--- src/rtl/ld3320_asr_loader_if.sv ---
`default_nettype none
// ld3320_asr_loader_if: handshake bundle between the ASR phrase loader and the
// shared LD3320 bus engine / delay counter.  Rev 1.0
interface ld3320_asr_loader_if;
  logic       bus_ena;
  logic       bus_sel;
  logic [7:0] bus_addr;
  logic [7:0] bus_wdata;
  logic [7:0] bus_rdata;
  logic       bus_done;
  logic       dly_ena;
  logic [7:0] dly_div;
  logic       dly_done;

  modport master (
    output bus_ena, bus_sel, bus_addr, bus_wdata, dly_ena, dly_div,
    input  bus_rdata, bus_done, dly_done
  );

  modport slave (
    input  bus_ena, bus_sel, bus_addr, bus_wdata, dly_ena, dly_div,
    output bus_rdata, bus_done, dly_done
  );
endinterface
`default_nettype wire

--- src/rtl/ld3320_asr_loader.sv ---
`default_nettype none
// ld3320_asr_loader: loads NUM_PHRASES pinyin keyword records from a ROM into
// the LD3320 recognition list via the shared bus engine and delay counter.  Rev 1.0
module ld3320_asr_loader #(
  parameter int         NUM_PHRASES = 4,
  parameter int         MAX_LEN     = 32,
  parameter int         ROM_AW      = 8,
  parameter int         POLL_LIMIT  = 200,
  parameter logic [7:0] DLY_DIV     = 8'd3
) (
  input  wire               clk,
  input  wire               sys_rst,
  input  wire               start,
  output logic [ROM_AW-1:0] rom_addr,
  input  wire  [7:0]        rom_data,
  ld3320_asr_loader_if.master bif,
  output logic [7:0]        phrase_idx,
  output logic              busy,
  output logic              done,
  output logic              error
);

  localparam logic [7:0]        MAX_LEN_B    = 8'(MAX_LEN);
  localparam logic [7:0]        POLL_LIMIT_B = 8'(POLL_LIMIT);
  localparam logic [7:0]        LAST_IDX     = 8'(NUM_PHRASES - 1);
  localparam logic [ROM_AW-1:0] ROM_ONE      = ROM_AW'(1);

  typedef enum logic [4:0] {
    S_IDLE, S_LEN_WAIT, S_LEN_CHK, S_POLL, S_POLL_WT,
    S_W_C1, S_W_C3, S_W_08A, S_W_08B,
    S_CH_ADDR, S_CH_WAIT, S_CH_WR,
    S_W_B9, S_W_B2, S_W_37,
    S_BUS_WT, S_DLY, S_NEXT, S_FIN, S_ERR
  } state_t;

  state_t     state;
  state_t     ret_state;
  logic       wait_after;
  logic [7:0] len;
  logic [7:0] char_cnt;
  logic [7:0] poll_cnt;
  logic [7:0] poll_next;

  logic       bus_ena;
  logic       bus_sel;
  logic [7:0] bus_addr;
  logic [7:0] bus_wdata;
  logic       dly_ena;
  logic [7:0] dly_div;

  assign bif.bus_ena   = bus_ena;
  assign bif.bus_sel   = bus_sel;
  assign bif.bus_addr  = bus_addr;
  assign bif.bus_wdata = bus_wdata;
  assign bif.dly_ena   = dly_ena;
  assign bif.dly_div   = dly_div;

  assign poll_next = (poll_cnt == 8'hFF) ? poll_cnt : poll_cnt + 8'd1;

  // Write states launch one transaction and park in S_BUS_WT; ret_state and
  // wait_after tell S_BUS_WT where to go and whether a delay precedes it.
  always_ff @(posedge clk) begin
    if (sys_rst) begin
      state      <= S_IDLE;
      ret_state  <= S_IDLE;
      wait_after <= 1'b0;
      len        <= '0;
      char_cnt   <= '0;
      poll_cnt   <= '0;
      bus_ena    <= 1'b0;
      bus_sel    <= 1'b0;
      bus_addr   <= '0;
      bus_wdata  <= '0;
      dly_ena    <= 1'b0;
      dly_div    <= '0;
      rom_addr   <= '0;
      phrase_idx <= '0;
      busy       <= 1'b0;
      done       <= 1'b0;
      error      <= 1'b0;
    end else begin
      bus_ena <= 1'b0;
      done    <= 1'b0;
      case (state)
        S_IDLE: if (start) begin
          error      <= 1'b0;
          phrase_idx <= '0;
          rom_addr   <= '0;
          poll_cnt   <= '0;
          busy       <= 1'b1;
          state      <= S_LEN_WAIT;
        end
        S_LEN_WAIT: state <= S_LEN_CHK;
        S_LEN_CHK: begin
          len      <= rom_data;
          char_cnt <= '0;
          if (rom_data == 8'd0 || rom_data > MAX_LEN_B) begin
            error <= 1'b1;
            busy  <= 1'b0;
            state <= S_ERR;
          end else begin
            state <= S_POLL;
          end
        end
        S_POLL: begin
          bus_ena   <= 1'b1;
          bus_sel   <= 1'b0;
          bus_addr  <= 8'hB2;
          bus_wdata <= 8'h00;
          state     <= S_POLL_WT;
        end
        S_POLL_WT: if (bif.bus_done) begin
          if (bif.bus_rdata == 8'h21) begin
            state <= S_W_C1;
          end else begin
            poll_cnt <= poll_next;
            if (poll_next >= POLL_LIMIT_B) begin
              error <= 1'b1;
              busy  <= 1'b0;
              state <= S_ERR;
            end else begin
              dly_ena   <= 1'b1;
              dly_div   <= DLY_DIV;
              ret_state <= S_POLL;
              state     <= S_DLY;
            end
          end
        end
        S_W_C1: begin
          bus_ena <= 1'b1; bus_sel <= 1'b1; bus_addr <= 8'hC1; bus_wdata <= phrase_idx;
          wait_after <= 1'b0; ret_state <= S_W_C3; state <= S_BUS_WT;
        end
        S_W_C3: begin
          bus_ena <= 1'b1; bus_sel <= 1'b1; bus_addr <= 8'hC3; bus_wdata <= 8'h00;
          wait_after <= 1'b0; ret_state <= S_W_08A; state <= S_BUS_WT;
        end
        S_W_08A: begin
          bus_ena <= 1'b1; bus_sel <= 1'b1; bus_addr <= 8'h08; bus_wdata <= 8'h04;
          wait_after <= 1'b1; ret_state <= S_W_08B; state <= S_BUS_WT;
        end
        S_W_08B: begin
          bus_ena <= 1'b1; bus_sel <= 1'b1; bus_addr <= 8'h08; bus_wdata <= 8'h00;
          wait_after <= 1'b1; ret_state <= S_CH_ADDR; state <= S_BUS_WT;
        end
        // rom_addr sits on the length byte (or the previous pinyin byte), so
        // each character first steps the address, then waits out the ROM latency.
        S_CH_ADDR: begin
          rom_addr <= rom_addr + ROM_ONE;
          state    <= S_CH_WAIT;
        end
        S_CH_WAIT: state <= S_CH_WR;
        S_CH_WR: begin
          bus_ena <= 1'b1; bus_sel <= 1'b1; bus_addr <= 8'h05; bus_wdata <= rom_data;
          char_cnt   <= char_cnt + 8'd1;
          wait_after <= 1'b0;
          ret_state  <= (char_cnt + 8'd1 == len) ? S_W_B9 : S_CH_ADDR;
          state      <= S_BUS_WT;
        end
        S_W_B9: begin
          bus_ena <= 1'b1; bus_sel <= 1'b1; bus_addr <= 8'hB9; bus_wdata <= len;
          wait_after <= 1'b0; ret_state <= S_W_B2; state <= S_BUS_WT;
        end
        S_W_B2: begin
          bus_ena <= 1'b1; bus_sel <= 1'b1; bus_addr <= 8'hB2; bus_wdata <= 8'hFF;
          wait_after <= 1'b0; ret_state <= S_W_37; state <= S_BUS_WT;
        end
        S_W_37: begin
          bus_ena <= 1'b1; bus_sel <= 1'b1; bus_addr <= 8'h37; bus_wdata <= 8'h04;
          wait_after <= 1'b0; ret_state <= S_NEXT; state <= S_BUS_WT;
        end
        S_BUS_WT: if (bif.bus_done) begin
          if (wait_after) begin
            dly_ena <= 1'b1;
            dly_div <= DLY_DIV;
            state   <= S_DLY;
          end else begin
            state <= ret_state;
          end
        end
        S_DLY: if (bif.dly_done) begin
          dly_ena <= 1'b0;
          state   <= ret_state;
        end
        // done/busy are updated on entry to S_FIN so a start coinciding with
        // the done pulse still lands outside S_IDLE.
        S_NEXT: begin
          rom_addr   <= rom_addr + ROM_ONE;
          phrase_idx <= phrase_idx + 8'd1;
          poll_cnt   <= '0;
          if (phrase_idx == LAST_IDX) begin
            done  <= 1'b1;
            busy  <= 1'b0;
            state <= S_FIN;
          end else begin
            state <= S_LEN_WAIT;
          end
        end
        S_FIN:   state <= S_IDLE;
        S_ERR:   state <= S_IDLE;
        default: state <= S_IDLE;
      endcase
    end
  end

endmodule
`default_nettype wire

--- src/flat_wrapper.sv ---
// flat-port wrapper written by rule: the top's interface ports become plain ports
module ld3320_asr_loader_flat 
#(
  parameter int         NUM_PHRASES = 4,
  parameter int         MAX_LEN     = 32,
  parameter int         ROM_AW      = 8,
  parameter int         POLL_LIMIT  = 200,
  parameter logic [7:0] DLY_DIV     = 8'd3
)
  (clk, sys_rst, start, rom_addr, rom_data, phrase_idx, busy, done, error, bif_bus_ena, bif_bus_sel, bif_bus_addr, bif_bus_wdata, bif_dly_ena, bif_dly_div, bif_bus_rdata, bif_bus_done, bif_dly_done);
  ld3320_asr_loader_if bif_i ();
  input  wire clk;
  input  wire sys_rst;
  input  wire start;
  output logic [ROM_AW-1:0] rom_addr;
  input  wire  [7:0] rom_data;
  output logic [7:0] phrase_idx;
  output logic busy;
  output logic done;
  output logic error;
  output wire logic [$bits(bif_i.bus_ena)-1:0] bif_bus_ena;
  output wire logic [$bits(bif_i.bus_sel)-1:0] bif_bus_sel;
  output wire logic [$bits(bif_i.bus_addr)-1:0] bif_bus_addr;
  output wire logic [$bits(bif_i.bus_wdata)-1:0] bif_bus_wdata;
  output wire logic [$bits(bif_i.dly_ena)-1:0] bif_dly_ena;
  output wire logic [$bits(bif_i.dly_div)-1:0] bif_dly_div;
  input wire logic [$bits(bif_i.bus_rdata)-1:0] bif_bus_rdata;
  input wire logic [$bits(bif_i.bus_done)-1:0] bif_bus_done;
  input wire logic [$bits(bif_i.dly_done)-1:0] bif_dly_done;
  assign bif_bus_ena = bif_i.bus_ena;
  assign bif_bus_sel = bif_i.bus_sel;
  assign bif_bus_addr = bif_i.bus_addr;
  assign bif_bus_wdata = bif_i.bus_wdata;
  assign bif_dly_ena = bif_i.dly_ena;
  assign bif_dly_div = bif_i.dly_div;
  assign bif_i.bus_rdata = bif_bus_rdata;
  assign bif_i.bus_done = bif_bus_done;
  assign bif_i.dly_done = bif_dly_done;
  ld3320_asr_loader #(.NUM_PHRASES(NUM_PHRASES), .MAX_LEN(MAX_LEN), .ROM_AW(ROM_AW), .POLL_LIMIT(POLL_LIMIT), .DLY_DIV(DLY_DIV)) u_core (.clk(clk), .sys_rst(sys_rst), .start(start), .rom_addr(rom_addr), .rom_data(rom_data), .bif(bif_i), .phrase_idx(phrase_idx), .busy(busy), .done(done), .error(error));
endmodule
--- config.mk ---
export PLATFORM = sky130hd
export DESIGN_NAME = ld3320_asr_loader_flat
export DESIGN_NICKNAME = d
export VERILOG_FILES = /design/src/rtl/ld3320_asr_loader_if.sv /design/src/rtl/ld3320_asr_loader.sv /design/src/flat_wrapper.sv
export SDC_FILE = /design/constraint.sdc
export NUM_CORES = 1
export LEC_CHECK = 0
export ABC_CLOCK_PERIOD_IN_PS = 5900
export CAP_MARGIN = 10
export CORE_UTILIZATION = 55
export DETAILED_ROUTE_END_ITERATION = 8
export GPL_TIMING_DRIVEN = 1
export PLACE_DENSITY = 0.81
export SYNTH_ARGS = -nofsm -noshare
export SYNTH_HDL_FRONTEND = slang
export SYNTH_SLANG_ARGS = --single-unit
--- constraint.sdc ---
create_clock -name clk -period 5.9 [get_ports clk]
set_clock_uncertainty 0.2 [all_clocks]
set_input_delay 0.59 -clock clk [delete_from_list [all_inputs] [get_ports clk]]
set_output_delay 0.59 -clock clk [all_outputs]
set_load 0.05 [all_outputs]
==> reports/qor.yml, run 1 <==
gp_congestion: 0.930
area_growth_syn_to_layout_pct: 17.3
grt_pass1_vias: 4041
fmax_mhz: 331
core_um2: 7770
hold_path_end: "u_core.ret_state[1]"
power-per-cell-area_nw_per_um2: 431
start_util: 0.569
routed_wl_um: 12000
worst_r2r_startpoint: "u_core.state[1]"
slew-limit-headroom: 0.309
ctsHoldBuffers: 0
cp.arrival_ns: 3.13
ant_nets: 0
finalSetupViolations: 0
final_common_cell: "nor2_1"
layout_common_cells: "nor2_1, dfxtp_1, clkdlybuf4s50_1"
ys_types: 77
ir_worst_vdd_mv: 0.268
worst_setup_path_end_kind: "register"
fp.dieArea_um2: 8400
seq_area_frac_synth: 0.331
clk_pin_slew_ns: 0.08
synth_area_um2: 4420
multi_input_area_um2: 2720
yosysWarningCount: 0
grt.total_usage: 0.292
hold_viol_final: 0
reg2reg_slack_ns: 2.88
fin_nets: 629
async_flop_share: 0
period_share: 0.513
critPathMaxFanout: 28
fin_setup_tns_ns: 0
hold_class: "reg -> reg"
regArea_um2: 1460
die_w_um: 91.7
place_hpwl_um: 8430
via_count: 4444
post_drt_wl_per_cell_um: 16.9
ys_ff_latch: 73
final.fill_count: 688
die_h_um: 91.7
drt_iter0_markers: 379
maxSlewViolCount: 0
grt_first_pass_wirelength_um: 19800
antenna_found_initial: 0
min_path_cells: 2
grt_max_degree: 56
htree_levels: 3
p_leak_uw: 0.00186
vias_per_cell: 6.25
fin_crit_ns: 3.02
maxCapViolCount: 0
cts-resized-gates: 0
min_from: "u_core.ret_state[1]"
cp.required_ns: 6.01
layout-drive-gt1-share: 0.0821
diodes: 0
cts_tree: "done"
r2r_end: "u_core.state[2]"
syn_inst: 566
worst_pin_slew_ns: 1.03
insertion_delay_ns: 0.37
cts_sinks: 73
numPortBuffers: 60
cts_setup_buffers: 0
drt_pass1_iterations: 5
rows: 32
syn_area_per_cell_um2: 7.81
grt_setup_unrepaired: "no"
overflow: 0
clk_path_buf_depth: 2
power_uw: 2240
cts_root_buf: "clkbuf_8"
synth-edff-count: 0
io_pins: 67
start_kind: "register"
crit_type: "reg -> reg"
outcome: "completed"
drcViolationCount: 0
synth_ff_type: "dfxtp_1"
cts_made_buffers: 9
reg2reg_depth: 6
-- critical path: stages, from the launching register on --
cell      delay, ns
dfxtp_1        0.91
nor2_1         0.31
o21a_1         0.31
nor3_2         0.83
a221oi_1       0.10
o21a_1         0.22
nor2_1         0.07
-- layer usage --
metal / track usage / wire [um]
met1: 0.373 / 5220
met2: 0.475 / 5710
met3: 0.0630 / 830
met4: 0.123 / 257
met5: 0 / 0
-- per-stage QoR --
step / hold slack [ns] / cells / worst slack [ns] / instance area, um^2 / util
detailed placement: 0.256 / 695 / 2.95 / 4980 / 0.641
global route: 0.319 / 711 / 2.65 / 5190 / 0.668
floorplan: 0.232 / 571 / 3.56 / 4440 / -
global placement: 0.255 / 695 / 2.92 / 4980 / 0.641
CTS: 0.269 / 711 / 2.98 / 5190 / 0.668
finish: 0.272 / 711 / 2.88 / 5190 / 0.668
-- cell type report --
cell class                      count  area share
Sequential cell                    73       0.282
Tap cell                          102      0.0246
Multi-Input combinational cell    445       0.524
Clock inverter                      6      0.0130
Clock buffer                       10      0.0265
Timing Repair Buffer               66       0.123
Inverter                            9     0.00651
-- logic make-up after synthesis --
kind of cell,Yosys count,synth area share
AND/OR/NAND/NOR,243,0.284
XOR/XNOR,20,0.0396
adder cells (fa/ha/maj),4,0.0113
other,1,0.000848
AO/OA/AOI/OAI,160,0.246
buffers and inverters,53,0.0603
multiplexers,12,0.0274
flip-flops,73,0.331
-- report_power, final --
part	switching, uW	total (uW)	leakage (uW)	internal (uW)
Combinational	744	1150	0.00117	407
Clock	205	413	0.0000985	207
Sequential	91.1	672	0.000592	581
-- worst max path at each step --
| stage | slack (ns) | depth (start not counted) | startpoint | end |
|---|---|---|---|---|
| 2_1_floorplan | 3.56 | 6 | bif_bus_rdata[4] | u_core.error |
| 3_3_place_gp | 2.92 | 7 | rom_data[2] | u_core.busy |
| 3_5_place_dp | 2.95 | 7 | rom_data[2] | u_core.busy |
| 4_1_cts | 2.98 | 5 | u_core.state[1] | u_core.bif.bus_addr[6] |
| 5_1_grt | 2.65 | 6 | u_core.state[0] | u_core.char_cnt[7] |
| 6_report | 2.88 | 6 | u_core.state[1] | u_core.state[2] |
-- registers in the layout (all words and copies together) (netlist names), 5 cells and up --
| signal | flops |
|---|---|
| u_core.len | 8 |
| u_core.bif.bus_wdata | 8 |
| u_core.ret_state | 5 |
| u_core.char_cnt | 8 |
| u_core.state | 5 |
| u_core.phrase_idx | 8 |
| u_core.bif.bus_addr | 7 |
| u_core.poll_cnt | 8 |
| u_core.rom_addr | 8 |
-- cell usage after synthesis, types with 3 or more instances --
cell | instances | area (um^2)
buf_2 | 17 | 85.1
o221a_2 | 3 | 33.8
a22oi_1 | 3 | 22.5
nor4_1 | 5 | 31.3
and2_1 | 6 | 37.5
o21a_1 | 8 | 60.1
nor3_2 | 3 | 30.0
o22ai_1 | 5 | 31.3
nand3b_1 | 7 | 52.6
mux2i_1 | 11 | 110
xnor2_1 | 9 | 78.8
o21ai_0 | 29 | 145
and3_1 | 12 | 75.1
nand2_1 | 34 | 128
a211oi_1 | 9 | 67.6
or3_1 | 5 | 31.3
dfxtp_1 | 73 | 1460
inv_1 | 9 | 33.8
a311oi_1 | 4 | 35.0
xor2_1 | 11 | 96.3
ha_1 | 4 | 50.1
nand4_1 | 3 | 18.8
a21oi_1 | 47 | 235
nor2_1 | 81 | 304
a31o_2 | 3 | 26.3
buf_4 | 10 | 75.1
a31oi_1 | 8 | 50.1
nor3_1 | 20 | 100
nor2b_1 | 13 | 81.3
nand3_1 | 25 | 125
clkbuf_1 | 13 | 48.8
a221o_1 | 7 | 70.1
nand2b_1 | 10 | 62.6
Power figures use the tool's default switching activity.
==> run 2, diff against run 1 <==
- ABC_CLOCK_PERIOD_IN_PS: 5900 -> 2800
- clock period: 5.9 -> 2.8 ns (I/O delays scaled with it)
==> reports/qor.yml, run 2 (synthesis gave the netlist of run 1 again) <==
die_h_um: 91.7  # unchanged
fin_setup_tns_ns: 0  # unchanged
gp_congestion: 0.908  # -2.3%
cts-resized-gates: 0  # unchanged
place_hpwl_um: 8970  # +6.4%
fin_nets: 649  # +3.2%
fp.dieArea_um2: 8400  # unchanged
overflow: 0  # unchanged
die_w_um: 91.7  # unchanged
switching_power_uw: 2240  # +120%
drt_pass1_iterations: 5  # unchanged
via_count: 4548  # +2.3%
clk_pin_slew_ns: 0.08  # about the same
hold_viol_final: 0  # unchanged
ir_worst_vdd_mv: 0.616  # +130%
grt_first_pass_wirelength_um: 20500  # +3.5%
vias_per_cell: 6.22  # -0.46%
clockPowerShare: 0.175  # -0.010
ant_nets: 0  # unchanged
start_util: 0.569  # unchanged
finalSetupViolations: 0  # unchanged
cts_sinks: 73  # unchanged
p_seq_frac: 0.297  # -0.004
power_uw: 4860  # +120%
switching_share: 0.461  # -0.00416
crit_type: "reg -> reg"
fmax_mhz: 387  # +17%
reg2reg_slack_ns: 0.21  # -2.66 ns
final.fill_count: 657  # -4.5%
outcome: "completed"
power-per-cell-area_nw_per_um2: 911  # +110%
critPathMaxFanout: 15  # -46%
hold_class: "reg -> reg"
numPortBuffers: 60  # unchanged
timing.final.ws_setup_ns: 0.214  # -2.66 ns
cts_setup_buffers: 0  # unchanged
worst_setup_path_end_kind: "register"
cp.required_ns: 2.84  # -3.17 ns
p_leak_uw: 0.00196  # +5.6%
insertion_delay_ns: 0.35  # -0.02 ns
layout-drive-gt1-share: 0.111  # +0.0292
wl_met2_um: 5860  # +2.6%
start_kind: "register"
met3_length_um: 962  # +16%
grt.total_usage: 0.305  # +0.0126
cts_root_buf: "clkbuf_8"
clk_path_buf_depth: 2  # unchanged
fin_crit_ns: 2.59  # -0.438 ns
final_common_cell: "nor2_1"
io_pins: 67  # unchanged
cp.arrival_ns: 2.62  # -0.51 ns
maxSlewViolCount: 0  # unchanged
dp_slack_ns: 0.253  # -2.69 ns
grt_setup_unrepaired: "no"
layout_common_cells: "nor2_1, dfxtp_1, clkdlybuf4s50_1"
htree_levels: 3  # unchanged
diodes: 0  # unchanged
regArea_um2: 1460  # unchanged
routed_wl_um: 12400  # +3.3%
wl_met1_um: 5300  # +1.7%
cts_made_buffers: 9  # unchanged
cts_tree: "done"
area_growth_syn_to_layout_pct: 20.6
core_um2: 7770  # unchanged
grt_max_degree: 55  # -1.8%
rows: 32  # unchanged
maxCapViolCount: 0  # unchanged
multi_input_area_um2: 2720  # unchanged
top_layer_used: "met4"
antenna_found_initial: 0  # unchanged
internal-power_uw: 2620  # +120%
period_share: 0.924  # +0.411
drcViolationCount: 0  # unchanged
pwr-share-comb: 0.528  # +0.013
grt_pass1_vias: 4274  # +5.8%
drt_iter0_markers: 390  # +2.9%
worst_pin_slew_ns: 0.835  # -0.196 ns
post_drt_wl_per_cell_um: 17.0  # +0.52%
slew-limit-headroom: 0.443  # +0.133
ctsHoldBuffers: 0  # unchanged
## run 2: cell count changes in the layout (fill, tap and decap cells not counted), sizes merged
cell      delta
inv          +2
clkbuf       -1
clkinvlp     -1
buf         +20
## run 2: layer usage
metal  track usage  vias to the layer above
li1              -                     2172
met3        0.0564                       31
met2         0.501                      198
met1         0.396                     2147
met5             0                        -
met4         0.115                        0
## run 2: layout make-up
class	instances	area share
multi-input combinational	445	0.510
sequential	73	0.274
timing repair buffer	86	0.148
tap	102	0.0239
clock buffer	9	0.0232
clock inverter	7	0.0145
inverter	9	0.00633
## run 2: power groups by stage
stage / clock (uW) / combinational (uW) / sequential [uW]
floorplan: 0 / 1490 / 1750
global placement: 0 / 2490 / 1450
detailed placement: 0 / 2520 / 1460
CTS: 868 / 2540 / 1430
global route: 914 / 2760 / 1470
finish: 851 / 2570 / 1440
## run 2: stage by stage
| step | instances | util | instance area [um^2] | hold WS, ns |
|---|---|---|---|---|
| 2_1_floorplan | 571 | - | 4440 | 0.227 |
| 3_3_place_gp | 715 | 0.661 | 5130 | 0.245 |
| 3_5_place_dp | 715 | 0.661 | 5130 | 0.248 |
| 4_1_cts | 731 | 0.687 | 5330 | 0.263 |
| 5_1_grt | 731 | 0.687 | 5330 | 0.303 |
| 6_report | 731 | 0.687 | 5330 | 0.261 |
## run 2: path summary, 6_finish.rpt
check,end,cells past startpoint,start
hold reg to reg,u_core.ret_state[1],2,u_core.ret_state[1]
setup / recovery,u_core.poll_cnt[1],6,u_core.state[2]
hold / removal,u_core.ret_state[1],2,u_core.ret_state[1]
setup reg to reg,u_core.poll_cnt[1],6,u_core.state[2]
## run 2: critical path: stages (launching register included)
cell,delay (ns)
dfxtp_1,0.69
or3b_1,0.48
nor3_4,0.29
o21ai_2,0.18
nor3_2,0.30
mux2i_1,0.26
nor2_1,0.06
